File: config.mk
export PLATFORM = sky130hd
export DESIGN_NAME = pmu_seq_flat
export DESIGN_NICKNAME = d
export VERILOG_FILES = /design/src/rtl/pmu_seq_if.sv /design/src/rtl/pmu_seq.sv /design/src/flat_wrapper.sv
export SDC_FILE = /design/constraint.sdc
export NUM_CORES = 1
export LEC_CHECK = 0
export ABC_AREA = 1
export BUFFER_PORTS_ARGS = -buffer_cell sky130_fd_sc_hd__buf_2
export CAP_MARGIN = 20
export CELL_PAD_IN_SITES_DETAIL_PLACEMENT = 1
export CELL_PAD_IN_SITES_GLOBAL_PLACEMENT = 1
export CORE_ASPECT_RATIO = 0.5
export CORE_MARGIN = 8
export CORE_UTILIZATION = 34
export CTS_BUF_LIST = sky130_fd_sc_hd__clkbuf_2
export DETAILED_ROUTE_END_ITERATION = 16
export PLACE_DENSITY_LB_ADDON = 0.1
export SLEW_MARGIN = 20
export SYNTH_ARGS = -nofsm -noshare
export SYNTH_HDL_FRONTEND = slang
export SYNTH_SLANG_ARGS = --single-unit
File: constraint.sdc
create_clock -name clk_32k -period 1.9 [get_ports clk_32k]
set_clock_uncertainty 0.15 [all_clocks]
set_input_delay 0.38 -clock clk_32k [delete_from_list [all_inputs] [get_ports clk_32k]]
set_output_delay 0.38 -clock clk_32k [all_outputs]
set_load 0.005 [all_outputs]
File: src/rtl/pmu_seq_if.sv
// Request/status bundle between the register domain, eFuse loader, clock/reset unit and pmu_seq.
// master is the sequencer side; slave is the environment side.
interface pmu_seq_if;
  logic       rg_top_start;
  logic       efuse_done;
  logic       fifo_flush_req;
  logic       timer_clk_en;
  logic       data_clk_en;
  logic       afe_clk_en;
  logic       slot_clk_en;
  logic       shut_rstn;
  logic       pmu_fifo_rstn;
  logic       efuse_load_state;
  logic       efuse_err;
  logic [2:0] pmu_state;

  modport master (
    input  rg_top_start, efuse_done, fifo_flush_req,
    output timer_clk_en, data_clk_en, afe_clk_en, slot_clk_en,
           shut_rstn, pmu_fifo_rstn, efuse_load_state, efuse_err, pmu_state
  );

  modport slave (
    output rg_top_start, efuse_done, fifo_flush_req,
    input  timer_clk_en, data_clk_en, afe_clk_en, slot_clk_en,
           shut_rstn, pmu_fifo_rstn, efuse_load_state, efuse_err, pmu_state
  );
endinterface

File: src/rtl/pmu_seq.sv
// Always-on 32 kHz power sequencer: eFuse load, shutdown-domain power up/down, timed FIFO flush resets.
// All outputs registered, inputs 2-flop synchronised; PMU_SEQ_EFUSE_TIMEOUT_EN adds an eFuse load timeout.
module pmu_seq #(
  parameter int WAKE_DLY      = 4,
  parameter int OFF_DLY       = 2,
  parameter int FIFO_RST_CYC  = 3,
  parameter int EFUSE_TIMEOUT = 64
) (
  input  logic      clk_32k,
  input  logic      rst_32k_alon,
  pmu_seq_if.master bus
);
  localparam int MAX_A = (WAKE_DLY > OFF_DLY) ? WAKE_DLY : OFF_DLY;
  localparam int MAX_B = (FIFO_RST_CYC > EFUSE_TIMEOUT) ? FIFO_RST_CYC : EFUSE_TIMEOUT;
  localparam int MAX_P = (MAX_A > MAX_B) ? MAX_A : MAX_B;
  localparam int CW    = $clog2(MAX_P) + 1;

  typedef enum logic [2:0] {
    ST_RST   = 3'd0,
    ST_EFUSE = 3'd1,
    ST_IDLE  = 3'd2,
    ST_PWRUP = 3'd3,
    ST_RUN   = 3'd4,
    ST_PWRDN = 3'd5
  } state_t;

  logic [1:0]    start_sync, efuse_sync, flush_sync;
  logic          flush_d;
  logic          start_s, efuse_done_s, fifo_flush_req_s, flush_rise;

  state_t        state, state_nxt;
  logic [CW-1:0] cnt, cnt_nxt;
  logic          timer_en, timer_en_nxt, data_en, data_en_nxt;
  logic          afe_en, afe_en_nxt, slot_en, slot_en_nxt;
  logic          shut_rstn_q, shut_rstn_nxt;
  logic          efuse_load, efuse_load_nxt;
  logic          fifo_rstn;
  logic [CW-1:0] flush_cnt;

`ifdef PMU_SEQ_EFUSE_TIMEOUT_EN
  logic [CW-1:0] efuse_cnt, efuse_cnt_nxt;
  logic          efuse_err_q, efuse_err_nxt;
`endif

  always_ff @(posedge clk_32k) begin
    if (rst_32k_alon) begin
      start_sync <= '0;
      efuse_sync <= '0;
      flush_sync <= '0;
      flush_d    <= 1'b0;
    end else begin
      start_sync <= {start_sync[0], bus.rg_top_start};
      efuse_sync <= {efuse_sync[0], bus.efuse_done};
      flush_sync <= {flush_sync[0], bus.fifo_flush_req};
      flush_d    <= fifo_flush_req_s;
    end
  end

  assign start_s          = start_sync[1];
  assign efuse_done_s     = efuse_sync[1];
  assign fifo_flush_req_s = flush_sync[1];
  assign flush_rise       = fifo_flush_req_s & ~flush_d;

  always_ff @(posedge clk_32k) begin
    if (rst_32k_alon) begin
      state       <= ST_RST;
      cnt         <= '0;
      timer_en    <= 1'b0;
      data_en     <= 1'b0;
      afe_en      <= 1'b0;
      slot_en     <= 1'b0;
      shut_rstn_q <= 1'b0;
      efuse_load  <= 1'b0;
    end else begin
      state       <= state_nxt;
      cnt         <= cnt_nxt;
      timer_en    <= timer_en_nxt;
      data_en     <= data_en_nxt;
      afe_en      <= afe_en_nxt;
      slot_en     <= slot_en_nxt;
      shut_rstn_q <= shut_rstn_nxt;
      efuse_load  <= efuse_load_nxt;
    end
  end

`ifdef PMU_SEQ_EFUSE_TIMEOUT_EN
  always_ff @(posedge clk_32k) begin
    if (rst_32k_alon) begin
      efuse_cnt   <= '0;
      efuse_err_q <= 1'b0;
    end else begin
      efuse_cnt   <= efuse_cnt_nxt;
      efuse_err_q <= efuse_err_nxt;
    end
  end
`endif

  always_comb begin
    state_nxt      = state;
    cnt_nxt        = cnt;
    timer_en_nxt   = timer_en;
    data_en_nxt    = data_en;
    afe_en_nxt     = afe_en;
    slot_en_nxt    = slot_en;
    shut_rstn_nxt  = shut_rstn_q;
    efuse_load_nxt = efuse_load;
`ifdef PMU_SEQ_EFUSE_TIMEOUT_EN
    efuse_cnt_nxt  = efuse_cnt;
    efuse_err_nxt  = efuse_err_q;
`endif
    case (state)
      ST_RST: begin
        state_nxt      = ST_EFUSE;
        efuse_load_nxt = 1'b1;
`ifdef PMU_SEQ_EFUSE_TIMEOUT_EN
        efuse_cnt_nxt  = CW'(EFUSE_TIMEOUT - 1);
`endif
      end
      ST_EFUSE: begin
        if (efuse_done_s) begin
          state_nxt      = ST_IDLE;
          efuse_load_nxt = 1'b0;
        end
`ifdef PMU_SEQ_EFUSE_TIMEOUT_EN
        else if (efuse_cnt == '0) begin
          state_nxt      = ST_IDLE;
          efuse_load_nxt = 1'b0;
          efuse_err_nxt  = 1'b1;
        end else begin
          efuse_cnt_nxt  = efuse_cnt - CW'(1);
        end
`endif
      end
      ST_IDLE: begin
        if (start_s) begin
          state_nxt     = ST_PWRUP;
          shut_rstn_nxt = 1'b1;
          cnt_nxt       = CW'(WAKE_DLY - 1);
        end
      end
      ST_PWRUP: begin
        // A dropped request aborts the wake before any clock is enabled.
        if (!start_s) begin
          state_nxt = ST_PWRDN;
          cnt_nxt   = CW'(OFF_DLY - 1);
        end else if (cnt == '0) begin
          state_nxt    = ST_RUN;
          afe_en_nxt   = 1'b1;
          slot_en_nxt  = 1'b1;
          timer_en_nxt = 1'b1;
        end else begin
          cnt_nxt = cnt - CW'(1);
        end
      end
      ST_RUN: begin
        if (!start_s) begin
          state_nxt    = ST_PWRDN;
          cnt_nxt      = CW'(OFF_DLY - 1);
          afe_en_nxt   = 1'b0;
          slot_en_nxt  = 1'b0;
          timer_en_nxt = 1'b0;
          data_en_nxt  = 1'b0;
        end else begin
          data_en_nxt = 1'b1;
        end
      end
      ST_PWRDN: begin
        if (cnt == '0) begin
          state_nxt     = ST_IDLE;
          shut_rstn_nxt = 1'b0;
        end else begin
          cnt_nxt = cnt - CW'(1);
        end
      end
      default: state_nxt = ST_RST;
    endcase
  end

  // Flush pulse runs on its own counter so FSM transitions never cut it short.
  always_ff @(posedge clk_32k) begin
    if (rst_32k_alon) begin
      fifo_rstn <= 1'b0;
      flush_cnt <= '0;
    end else if (state == ST_RST || state == ST_EFUSE) begin
      fifo_rstn <= (state_nxt == ST_IDLE);
      flush_cnt <= '0;
    end else if (flush_rise) begin
      fifo_rstn <= 1'b0;
      flush_cnt <= CW'(FIFO_RST_CYC - 1);
    end else if (!fifo_rstn) begin
      if (flush_cnt == '0) fifo_rstn <= 1'b1;
      else                 flush_cnt <= flush_cnt - CW'(1);
    end
  end

  assign bus.timer_clk_en     = timer_en;
  assign bus.data_clk_en      = data_en;
  assign bus.afe_clk_en       = afe_en;
  assign bus.slot_clk_en      = slot_en;
  assign bus.shut_rstn        = shut_rstn_q;
  assign bus.pmu_fifo_rstn    = fifo_rstn;
  assign bus.efuse_load_state = efuse_load;
  assign bus.pmu_state        = state;
`ifdef PMU_SEQ_EFUSE_TIMEOUT_EN
  assign bus.efuse_err        = efuse_err_q;
`else
  assign bus.efuse_err        = 1'b0;
`endif
endmodule

File: src/flat_wrapper.sv
// flat-port wrapper written by rule: the top's interface ports become plain ports
module pmu_seq_flat 
#(
  parameter int WAKE_DLY      = 4,
  parameter int OFF_DLY       = 2,
  parameter int FIFO_RST_CYC  = 3,
  parameter int EFUSE_TIMEOUT = 64
)
  (clk_32k, rst_32k_alon, bus_rg_top_start, bus_efuse_done, bus_fifo_flush_req, bus_timer_clk_en, bus_data_clk_en, bus_afe_clk_en, bus_slot_clk_en, bus_shut_rstn, bus_pmu_fifo_rstn, bus_efuse_load_state, bus_efuse_err, bus_pmu_state);
  pmu_seq_if bus_i ();
  input  logic clk_32k;
  input  logic rst_32k_alon;
  input wire logic [$bits(bus_i.rg_top_start)-1:0] bus_rg_top_start;
  input wire logic [$bits(bus_i.efuse_done)-1:0] bus_efuse_done;
  input wire logic [$bits(bus_i.fifo_flush_req)-1:0] bus_fifo_flush_req;
  output wire logic [$bits(bus_i.timer_clk_en)-1:0] bus_timer_clk_en;
  output wire logic [$bits(bus_i.data_clk_en)-1:0] bus_data_clk_en;
  output wire logic [$bits(bus_i.afe_clk_en)-1:0] bus_afe_clk_en;
  output wire logic [$bits(bus_i.slot_clk_en)-1:0] bus_slot_clk_en;
  output wire logic [$bits(bus_i.shut_rstn)-1:0] bus_shut_rstn;
  output wire logic [$bits(bus_i.pmu_fifo_rstn)-1:0] bus_pmu_fifo_rstn;
  output wire logic [$bits(bus_i.efuse_load_state)-1:0] bus_efuse_load_state;
  output wire logic [$bits(bus_i.efuse_err)-1:0] bus_efuse_err;
  output wire logic [$bits(bus_i.pmu_state)-1:0] bus_pmu_state;
  assign bus_i.rg_top_start = bus_rg_top_start;
  assign bus_i.efuse_done = bus_efuse_done;
  assign bus_i.fifo_flush_req = bus_fifo_flush_req;
  assign bus_timer_clk_en = bus_i.timer_clk_en;
  assign bus_data_clk_en = bus_i.data_clk_en;
  assign bus_afe_clk_en = bus_i.afe_clk_en;
  assign bus_slot_clk_en = bus_i.slot_clk_en;
  assign bus_shut_rstn = bus_i.shut_rstn;
  assign bus_pmu_fifo_rstn = bus_i.pmu_fifo_rstn;
  assign bus_efuse_load_state = bus_i.efuse_load_state;
  assign bus_efuse_err = bus_i.efuse_err;
  assign bus_pmu_state = bus_i.pmu_state;
  pmu_seq #(.WAKE_DLY(WAKE_DLY), .OFF_DLY(OFF_DLY), .FIFO_RST_CYC(FIFO_RST_CYC), .EFUSE_TIMEOUT(EFUSE_TIMEOUT)) u_core (.clk_32k(clk_32k), .rst_32k_alon(rst_32k_alon), .bus(bus_i));
endmodule
After elaboration in Yosys (flattened, before gate mapping)
Index checks and enable logic that the tools add are counted.
{"block": "word_totals", "wordCells": 78, "out_inout_bits": 11, "register_bits": 29}
{"block": "op_classes", "eq_ne": 14, "muxes": 29, "reduce_logical": 16, "addsub": 2, "bitwise": 4}
{"operator": "7-bit two-way mux", "n": 4}
{"operator": "7-bit one-hot mux with 4 select lines", "n": 1}
{"operator": "3-bit two-way mux", "n": 6}
{"operator": "3-bit one-hot mux with 6 select lines", "n": 1}
{"operator": "7-bit logical NOT", "n": 2}
{"operator": "2-bit by 1-bit != test with 1-bit output (second input constant)", "n": 7}
{"operator": "7-bit by 1-bit subtractor with 7-bit output (second input constant)", "n": 2}
{"operator": "1-bit two-way mux", "n": 11}
{"operator": "3-bit by 2-bit == test with 1-bit output (second input constant)", "n": 3}
{"operator": "3-bit == test (second input constant)", "n": 2}
{"operator": "2-bit two-way mux", "n": 3}
{"operator": "1-bit one-hot mux with 2 select lines", "n": 3}
{"operator": "2-bit AND reduction", "n": 3}
{"operator": "3-bit AND reduction", "n": 2}
{"operator": "2-bit nonzero test", "n": 3}
{"operator": "4-bit AND reduction", "n": 1}
{"operator": "4-bit nonzero test", "n": 1}
{"operator": "3-bit by 1-bit == test with 1-bit output (second input constant)", "n": 1}
{"operator": "3-bit logical NOT", "n": 1}
{"operator": "1-bit inverter", "n": 3}
{"operator": "3-bit OR reduction", "n": 1}
{"operator": "2-bit != test (second input constant)", "n": 1}
{"operator": "2-bit OR reduction", "n": 1}
{"operator": "1-bit bitwise AND", "n": 1}
{"operator": "1-bit logical OR", "n": 1}

Logic depth before layout (Yosys ltp)
Gate-level depths: netlist of the first run.
{"block": "depth", "depth_word": 6, "ltp_mapped": 9, "mapped_depth_nobuf": 9}

Worst setup path after synthesis of the first run
OpenSTA, ideal clock, no wires.
{"block": "synth_timing", "path_kind": "reg2reg", "from": "register u_core.cnt[1]", "to": "register u_core.cnt[1]", "required_ps": 1641, "stages_incl_launch_ff": 10, "synth_period_minus_slack_ps": 1367, "arrival_ps": 1108, "setup_slack_ps": 533, "path_buffers": 0, "path_cell_list": "dfxtp_1 -> inv_1 -> ha_1 -> nand2_1 -> nor2_1 -> nand2_1 -> nand3_1 -> nand2_1 -> nand2_1 -> inv_1"}
{"block": "synth_between", "elab_chain_cells": 4, "elab_cells_between_ends": 5, "cone_classes": "add/sub (1); mux (3); reduce/logical (1)"}
{"element": "start, declared", "line": "pmu_seq.sv:32", "source": "logic [CW-1:0] cnt, cnt_nxt;"}
{"element": "start signal, assigned", "line": "pmu_seq.sv:76", "source": "cnt <= cnt_nxt;"}
{"element": "7-bit by 1-bit subtractor with 7-bit output / 7-bit logical NOT (equally long branches)"}
{"element": "7-bit two-way mux *", "line": "pmu_seq.sv:146, pmu_seq.sv:168"}
{"element": "7-bit two-way mux", "line": "pmu_seq.sv:143", "source": "if (!start_s) begin"}
{"element": "7-bit one-hot mux with 4 select lines *", "line": "pmu_seq.sv:111", "source": "case (state)"}
Every way passes the cells marked *; elsewhere a longest branch is shown, timed or not.
A chain may end at the register's enable or synchronous reset.

Worst setup path in the final report of the first run
Same ends and word-level chain as after synthesis.

==> results of run 1 <==
-- per-stage QoR --
stage               cell area [um^2]  utilization
floorplan                       1501            -
global placement                1613       0.3735
detailed placement              1613       0.3735
CTS                             1703       0.3944
global route                    1703       0.3944
finish                          1703       0.3944
-- power by group --
group | total [uW] | switching [uW] | internal [uW]
combinational | 214 | 148 | 66.2
sequential | 656 | 21.5 | 635
clock | 596 | 244 | 353
total | 1470 | 413 | 1050
-- layout make-up --
type                       count  share of cell area
multi-input combinational    163              0.4548
clock inverter                 3             0.03821
tap                           57             0.04188
clock buffer                   5             0.01470
inverter                      31             0.06833
timing repair buffer          14             0.04115
sequential                    29              0.3409
-- critical path: stages (launching register included) --
cell     delay, ns
dfxtp_1       0.33
inv_1         0.12
ha_1          0.19
nand2_1       0.08
nor2_1        0.36
nand2_1       0.10
nand3_1       0.10
nand2_1       0.05
nand2_1       0.05
inv_1         0.03
-- flip-flops by register name, indices dropped and copies added, names as in the netlist, 2 cells and up --
name	flops
u_core.efuse_sync	2
u_core.cnt	7
u_core.bus.pmu_state	3
u_core.flush_sync	2
u_core.flush_cnt	7
u_core.start_sync	2
-- cell families after synthesis --
logic type / count (synthesis) / synth area share
flip-flops: 29 / 0.3867
AND/OR/NAND/NOR: 128 / 0.3675
AO/OA/AOI/OAI: 27 / 0.09501
XOR/XNOR: 3 / 0.01750
buffers and inverters: 36 / 0.09750
other: 1 / 0.002498
adder cells (fa/ha/maj): 4 / 0.03333
-- layer usage --
metal | vias up | part of all wire | global-route usage
met4 | 0 | 0.012 | 0.04508
met5 | - | 0 | 0
met1 | 668 | 0.48 | 0.1402
met2 | 15 | 0.48 | 0.2013
met3 | 7 | 0.035 | 0.04012
li1 | 746 | - | -
-- worst paths after layout --
path                                                 startpoint                         endpoint  slack (ns)  depth (start not counted)
worst min register to register  u_core.flush_sync[0]$_SDFF_PP0_  u_core.flush_sync[1]$_SDFF_PP0_        0.28                          2
worst max-delay path                 u_core.cnt[1]$_SDFFE_PP0P_       u_core.cnt[1]$_SDFFE_PP0P_        0.27                          9
worst max register to register       u_core.cnt[1]$_SDFFE_PP0P_       u_core.cnt[1]$_SDFFE_PP0P_        0.27                          9
worst min-delay path                             bus_efuse_done  u_core.efuse_sync[0]$_SDFF_PP0_        0.04                          3
-- Yosys cell counts --
| library cell | count |
|---|---|
| a21oi_1 | 14 |
| a31oi_1 | 1 |
| buf_4 | 3 |
| clkbuf_1 | 2 |
| conb_1 | 1 |
| dfxtp_1 | 29 |
| ha_1 | 4 |
| inv_1 | 25 |
| inv_2 | 6 |
| nand2_1 | 65 |
| nand2_2 | 1 |
| nand3_1 | 16 |
| nand3_2 | 1 |
| nand3b_1 | 1 |
| nand4_1 | 5 |
| nor2_1 | 32 |
| nor2_2 | 3 |
| nor2_4 | 2 |
| nor3_1 | 1 |
| o21a_1 | 1 |
| o21ai_0 | 6 |
| o21ai_1 | 4 |
| o21ai_2 | 1 |
| or2_2 | 1 |
| xnor2_1 | 3 |
==> flow_results.xml, run 1 <==
<?xml version="1.0" encoding="UTF-8"?>
<metrics>
  <group name="status">
    <metric name="status" unit="">completed</metric>
  </group>
  <group name="power_and_ir_drop">
    <metric name="leakage_power_of_the_design" unit="uW">0.0008208</metric>
    <metric name="irDropWorstVdd" unit="uV">321.1</metric>
    <metric name="fin_total_pwr" unit="uW">1467</metric>
    <metric name="power.density" unit="nW/um^2">861.3</metric>
  </group>
  <group name="placed_design">
    <metric name="detailedPlacementHpwl" unit="mm">2.881</metric>
    <metric name="gp_congestion" unit="">0.7947</metric>
    <metric name="place.port_buffers" unit="">14</metric>
    <metric name="place.detailed.instances" unit="">294</metric>
    <metric name="preCtsSetupSlack" unit="ns">0.3083</metric>
  </group>
  <group name="routing">
    <metric name="post-route-drc-count" unit="">0</metric>
    <metric name="viasPerCell" unit="">4.755</metric>
    <metric name="drt_first_iter_violations" unit="">43</metric>
    <metric name="total_number_of_vias" unit="">1436</metric>
    <metric name="finalWirelength" unit="mm">3.839</metric>
    <metric name="drt_pre_antenna_iters" unit="">4</metric>
    <metric name="routed_wire_length_per_instance" unit="um">12.71</metric>
    <metric name="postRouteAntennaNets" unit="">0</metric>
  </group>
  <group name="synthesis">
    <metric name="summed_instance_area_of_the_synthesized_netlist" unit="um^2">1501</metric>
    <metric name="seq_area_frac_synth" unit="">0.3867</metric>
    <metric name="synth_area_leaders" unit="">dfxtp_1 39%, nand2_1 16%, nor2_1 8.0%, inv_1 6.3%, nand3_1 5.3%</metric>
    <metric name="synth_top_area_cell" unit="">dfxtp_1</metric>
    <metric name="synth_top_area_frac" unit="">0.3867</metric>
    <metric name="synth_warnings" unit="">0</metric>
    <metric name="postSynthCellCount" unit="">228</metric>
    <metric name="avgSynthCellArea" unit="um^2">6.585</metric>
    <metric name="yosysUniqueCellTypes" unit="">25</metric>
    <metric name="postSynthNetCount" unit="">237</metric>
    <metric name="synth-seq-cells" unit="">29</metric>
  </group>
  <group name="clock_tree">
    <metric name="clock_tree.htree_level_count" unit="">2</metric>
    <metric name="numClockSinks" unit="">29</metric>
    <metric name="clkSlewWorstSetupHoldPaths" unit="ns">0.17</metric>
    <metric name="cts-root-to-sink-buffers" unit="">2</metric>
    <metric name="clock_latency" unit="ns">0.38</metric>
    <metric name="cts_repair_resize_count" unit="">0</metric>
    <metric name="cts.hold.buffers_added" unit="">0</metric>
    <metric name="cts.root.buffer_cell" unit="">clkbuf_2</metric>
    <metric name="tritoncts.num_buffers" unit="">5</metric>
    <metric name="post-cts-setup-buffers" unit="">0</metric>
    <metric name="cts_tree" unit="">yes</metric>
  </group>
  <group name="floorplanning">
    <metric name="floorplan_core_area" unit="um^2">4318</metric>
    <metric name="rows" unit="">17</metric>
    <metric name="start_util" unit="">0.3477</metric>
    <metric name="die-width" unit="um">110.0</metric>
    <metric name="io_pins" unit="">16</metric>
    <metric name="die_height" unit="um">62.99</metric>
    <metric name="die-area" unit="um^2">6928</metric>
  </group>
  <group name="timing">
    <metric name="setup-violations-final" unit="">0</metric>
    <metric name="fin_hold_ws" unit="ns">0.03555</metric>
    <metric name="max_clock_freq" unit="GHz">0.6123</metric>
    <metric name="grt_setup_unrepaired" unit="">no</metric>
    <metric name="fin_setup_tns" unit="ns">0</metric>
    <metric name="period_share" unit="">0.8595</metric>
    <metric name="post-route-worst-setup-slack" unit="ns">0.2669</metric>
    <metric name="final-max-slew-violation-count" unit="">0</metric>
    <metric name="hold_viol" unit="">0</metric>
    <metric name="post-route-min-period" unit="ns">1.633</metric>
  </group>
  <group name="finish">
    <metric name="final_layout_size_suffix_gt1_frac" unit="">0.1510</metric>
    <metric name="mostFrequentLayoutCells" unit="">65 x nand2_1, 32 x nor2_1, 29 x dfxtp_1</metric>
    <metric name="ff_latch_area" unit="um^2">580.6</metric>
    <metric name="area_delta_synth_final" unit="%">13.42</metric>
    <metric name="n_fill_cell" unit="">576</metric>
    <metric name="mostFrequentLayoutCell" unit="">nand2_1</metric>
    <metric name="final_nets" unit="">253</metric>
    <metric name="post_layout_nonfiller_instances" unit="">302</metric>
    <metric name="multi_input_area" unit="um^2">774.5</metric>
    <metric name="insertedDiodeCount" unit="">0</metric>
  </group>
  <group name="worst_setup_path">
    <metric name="crit_path_capture_type" unit="">flip-flop</metric>
    <metric name="critPathLaunchType" unit="">flip-flop</metric>
    <metric name="worst_ep_arrival" unit="ns">1.78</metric>
    <metric name="critPathKind" unit="">flip-flop to flip-flop</metric>
    <metric name="crit_path_max_fanout" unit="">6</metric>
    <metric name="critPathRequiredTime" unit="ns">2.05</metric>
  </group>
  <group name="worst_hold_path">
    <metric name="worstHoldPathType" unit="">input pin to flip-flop</metric>
  </group>
  <group name="grt">
    <metric name="wire_length_of_the_first_global_routing_pass" unit="mm">6.672</metric>
    <metric name="antenna_found_initial" unit="">0</metric>
    <metric name="grt_remaining_overflow" unit="">0</metric>
    <metric name="grt_start_max_net_pins" unit="">18</metric>
    <metric name="grt.total_usage" unit="">0.1213</metric>
    <metric name="grt_pass1_vias" unit="">1448</metric>
  </group>
  <group name="flow_run">
    <metric name="drv.max_cap_violation_count" unit="">0</metric>
  </group>
</metrics>
Note: power is estimated with default switching activity, not from simulation.
==> run 2: changes to the inputs <==
--- a/config.mk
+++ b/config.mk
@@ -12,7 +12,7 @@
 export CELL_PAD_IN_SITES_GLOBAL_PLACEMENT = 1
 export CORE_ASPECT_RATIO = 0.5
 export CORE_MARGIN = 8
-export CORE_UTILIZATION = 34
+export CORE_UTILIZATION = 42
 export CTS_BUF_LIST = sky130_fd_sc_hd__clkbuf_2
 export DETAILED_ROUTE_END_ITERATION = 16
 export PLACE_DENSITY_LB_ADDON = 0.1
==> run 2 against run 1 <==
  * Combinational power is 2% higher
  * Fmax decreased by 2.9%
  * Worst hold slack gained 0.0032 ns
  * Cell area fell by 3.2%
  * Sequential power is essentially flat
  * Die area shrank 15%
  * Flip-flop and latch count unchanged
  * Register-to-register slack worse by 0.05 ns
  * Via count rose by 0.28%
  * Clock power down 46%
  * Highest routed layer unchanged
  * Critical endpoint unchanged
  * Core utilization is 8.5 points higher
  * Clock-buffer cell count did not move
==> flow_results.xml, run 2 (same netlist as run 1, synthesis figures left out) <==
<?xml version="1.0" encoding="UTF-8"?>
<metrics>
  <group name="status">
    <metric name="status" unit="">completed</metric>
  </group>
  <group name="floorplanning">
    <metric name="floorplan_core_area" unit="um^2">3435</metric>
    <metric name="io_pins" unit="">16</metric>
    <metric name="rows" unit="">15</metric>
    <metric name="start_util" unit="">0.4372</metric>
    <metric name="die_height" unit="um">58.28</metric>
    <metric name="die-area" unit="um^2">5860</metric>
    <metric name="die-width" unit="um">100.6</metric>
  </group>
  <group name="routing">
    <metric name="post-route-drc-count" unit="">0</metric>
    <metric name="viasPerCell" unit="">4.865</metric>
    <metric name="drt_first_iter_violations" unit="">39</metric>
    <metric name="finalWirelength" unit="mm">3.730</metric>
    <metric name="routed_wire_length_per_instance" unit="um">12.60</metric>
    <metric name="total_number_of_vias" unit="">1440</metric>
    <metric name="postRouteAntennaNets" unit="">0</metric>
    <metric name="drt_pre_antenna_iters" unit="">3</metric>
  </group>
  <group name="worst_setup_path">
    <metric name="critPathKind" unit="">flip-flop to flip-flop</metric>
    <metric name="critPathRequiredTime" unit="ns">2.03</metric>
    <metric name="critPathLaunchType" unit="">flip-flop</metric>
    <metric name="worst_path_most_repeated_cell" unit="">nand2_1</metric>
    <metric name="worst_r2r_path_depth" unit="">9</metric>
    <metric name="crit_path_capture_type" unit="">flip-flop</metric>
    <metric name="timing.critical_path.cells" unit="">inv_1, ha_1, nand2_1, nor2_1, nand2_1, nand3_1, nand2_1, nand2_1, inv_1</metric>
    <metric name="crit_path_max_fanout" unit="">6</metric>
    <metric name="reg2reg_launch_point" unit="">u_core.cnt[1]$_SDFFE_PP0P_</metric>
    <metric name="worst_ep_arrival" unit="ns">1.81</metric>
    <metric name="worst-r2r-setup-slack" unit="ns">0.22</metric>
    <metric name="largest_stage_delay_on_the_critical_path" unit="ns">0.37</metric>
    <metric name="crit_slowest_cell" unit="">nor2_1</metric>
    <metric name="worstReg2RegEnd" unit="">u_core.cnt[1]$_SDFFE_PP0P_</metric>
  </group>
  <group name="finish">
    <metric name="mostFrequentLayoutCells" unit="">65 x nand2_1, 32 x nor2_1, 29 x dfxtp_1</metric>
    <metric name="final_layout_size_suffix_gt1_frac" unit="">0.1510</metric>
    <metric name="mostFrequentLayoutCell" unit="">nand2_1</metric>
    <metric name="ff_latch_area" unit="um^2">580.6</metric>
    <metric name="insertedDiodeCount" unit="">0</metric>
    <metric name="area_delta_synth_final" unit="%">9.750</metric>
    <metric name="n_fill_cell" unit="">481</metric>
    <metric name="final_nets" unit="">253</metric>
    <metric name="multi_input_area" unit="um^2">774.5</metric>
  </group>
  <group name="grt">
    <metric name="globalRouteMet2Util" unit="">0.2618</metric>
    <metric name="top_usage_layer" unit="">met2</metric>
    <metric name="antenna_found_initial" unit="">0</metric>
    <metric name="grt_start_max_net_pins" unit="">18</metric>
    <metric name="groute.layer.met3.usage" unit="">0.04057</metric>
    <metric name="grt.total_usage" unit="">0.1451</metric>
    <metric name="grt_remaining_overflow" unit="">0</metric>
    <metric name="wire_length_of_the_first_global_routing_pass" unit="mm">6.679</metric>
    <metric name="grt_pass1_vias" unit="">1514</metric>
    <metric name="global_route.usage.met1" unit="">0.1506</metric>
  </group>
  <group name="worst_hold_path">
    <metric name="min_path_cells" unit="">3</metric>
    <metric name="min_delay_worst_endpoint" unit="">u_core.flush_sync[0]$_SDFF_PP0_</metric>
    <metric name="timing.hold.worst.start" unit="">bus_fifo_flush_req</metric>
    <metric name="worstHoldPathType" unit="">input pin to flip-flop</metric>
  </group>
  <group name="power_and_ir_drop">
    <metric name="irDropWorstVdd" unit="uV">271.8</metric>
    <metric name="power.density" unit="nW/um^2">725.6</metric>
    <metric name="leakage_power_of_the_design" unit="uW">0.0007966</metric>
  </group>
  <group name="timing">
    <metric name="max_clock_freq" unit="GHz">0.5948</metric>
    <metric name="setup-violations-final" unit="">0</metric>
    <metric name="period_share" unit="">0.8849</metric>
    <metric name="post-route-min-period" unit="ns">1.681</metric>
    <metric name="final-max-slew-violation-count" unit="">0</metric>
    <metric name="fin_setup_tns" unit="ns">0</metric>
    <metric name="grt_setup_unrepaired" unit="">no</metric>
    <metric name="hold_viol" unit="">0</metric>
    <metric name="fin_hold_ws" unit="ns">0.03874</metric>
  </group>
  <group name="clock_tree">
    <metric name="cts-root-to-sink-buffers" unit="">2</metric>
    <metric name="cts.root.buffer_cell" unit="">clkbuf_2</metric>
    <metric name="post-cts-setup-buffers" unit="">0</metric>
    <metric name="tritoncts.num_buffers" unit="">5</metric>
    <metric name="numClockSinks" unit="">29</metric>
    <metric name="cts_repair_resize_count" unit="">0</metric>
    <metric name="clock_latency" unit="ns">0.37</metric>
    <metric name="clock_tree.htree_level_count" unit="">2</metric>
    <metric name="cts.hold.buffers_added" unit="">0</metric>
    <metric name="clkSlewWorstSetupHoldPaths" unit="ns">0.17</metric>
    <metric name="cts_tree" unit="">yes</metric>
  </group>
  <group name="flow_run">
    <metric name="drv.max_cap_violation_count" unit="">0</metric>
  </group>
  <group name="placed_design">
    <metric name="place.port_buffers" unit="">14</metric>
    <metric name="gp_congestion" unit="">0.8143</metric>
    <metric name="detailedPlacementHpwl" unit="mm">2.827</metric>
  </group>
</metrics>
run 2: cell types whose count changed in the layout (fill, tap and decap cells not counted), sizes merged:
cell | before | now
clkinvlp | 0 | 1
clkinv | 1 | 2
bufinv | 2 | 0
run 2: worst max-delay path, delay by kind of cell, from the launching register on:
kind                     cells  cell delay, ns
buffers and inverters        2            0.18
AND/OR/NAND/NOR              6            0.76
flip-flops                   1            0.33
adder cells (fa/ha/maj)      1            0.20
run 2: worst max-delay path by stage:
stage	start	to	slack [ns]	depth (start not counted)
finish	u_core.cnt[1]$_SDFFE_PP0P_	u_core.cnt[1]$_SDFFE_PP0P_	0.22	9
floorplan	u_core.cnt[1]$_SDFFE_PP0P_	u_core.cnt[1]$_SDFFE_PP0P_	0.53	9
CTS	u_core.cnt[1]$_SDFFE_PP0P_	u_core.cnt[1]$_SDFFE_PP0P_	0.20	9
global placement	u_core.cnt[1]$_SDFFE_PP0P_	u_core.cnt[1]$_SDFFE_PP0P_	0.28	9
global route	u_core.cnt[1]$_SDFFE_PP0P_	u_core.cnt[1]$_SDFFE_PP0P_	0.07	9
detailed placement	u_core.cnt[1]$_SDFFE_PP0P_	u_core.cnt[1]$_SDFFE_PP0P_	0.23	9
run 2: per-stage QoR:
| step | util | std cells | instance area (um^2) | total power [uW] | setup slack (ns) |
|---|---|---|---|---|---|
| final | 0.4798 | 296 | 1648 | 1196 | 0.2188 |
| after global routing | 0.4798 | 296 | 1648 | 1282 | 0.06587 |
| after CTS | 0.4798 | 296 | 1648 | 1219 | 0.2046 |
| after detailed placement | 0.4674 | 288 | 1605 | 889.0 | 0.2277 |
| after global placement | 0.4674 | 288 | 1605 | 881.1 | 0.2821 |
| after floorplan | - | 228 | 1501 | 823.3 | 0.5330 |
run 2: final cells by class:
cell class                      count  area share
Sequential cell                    29      0.3523
Inverter                           31     0.07062
Tap cell                           51     0.03872
Clock inverter                      3     0.01063
Timing Repair Buffer               14     0.04252
Multi-Input combinational cell    163      0.4700
Clock buffer                        5     0.01519
run 2: where the power goes:
| group | internal, uW | switching (uW) | leakage [uW] | total, uW |
|---|---|---|---|---|
| registers | 635 | 21.2 | 0.000236 | 656 |
| logic | 66.5 | 153 | 0.000532 | 219 |
| clock network | 85.8 | 234 | 0.0000287 | 320 |
run 2: metal layers:
layer  wire, um  vias up  part of all wire
li1           -      746                 -
met1       1655      674              0.44
met2       1870       12              0.50
met3        100        8             0.027
met4        103        0             0.028
met5          0        -                 0
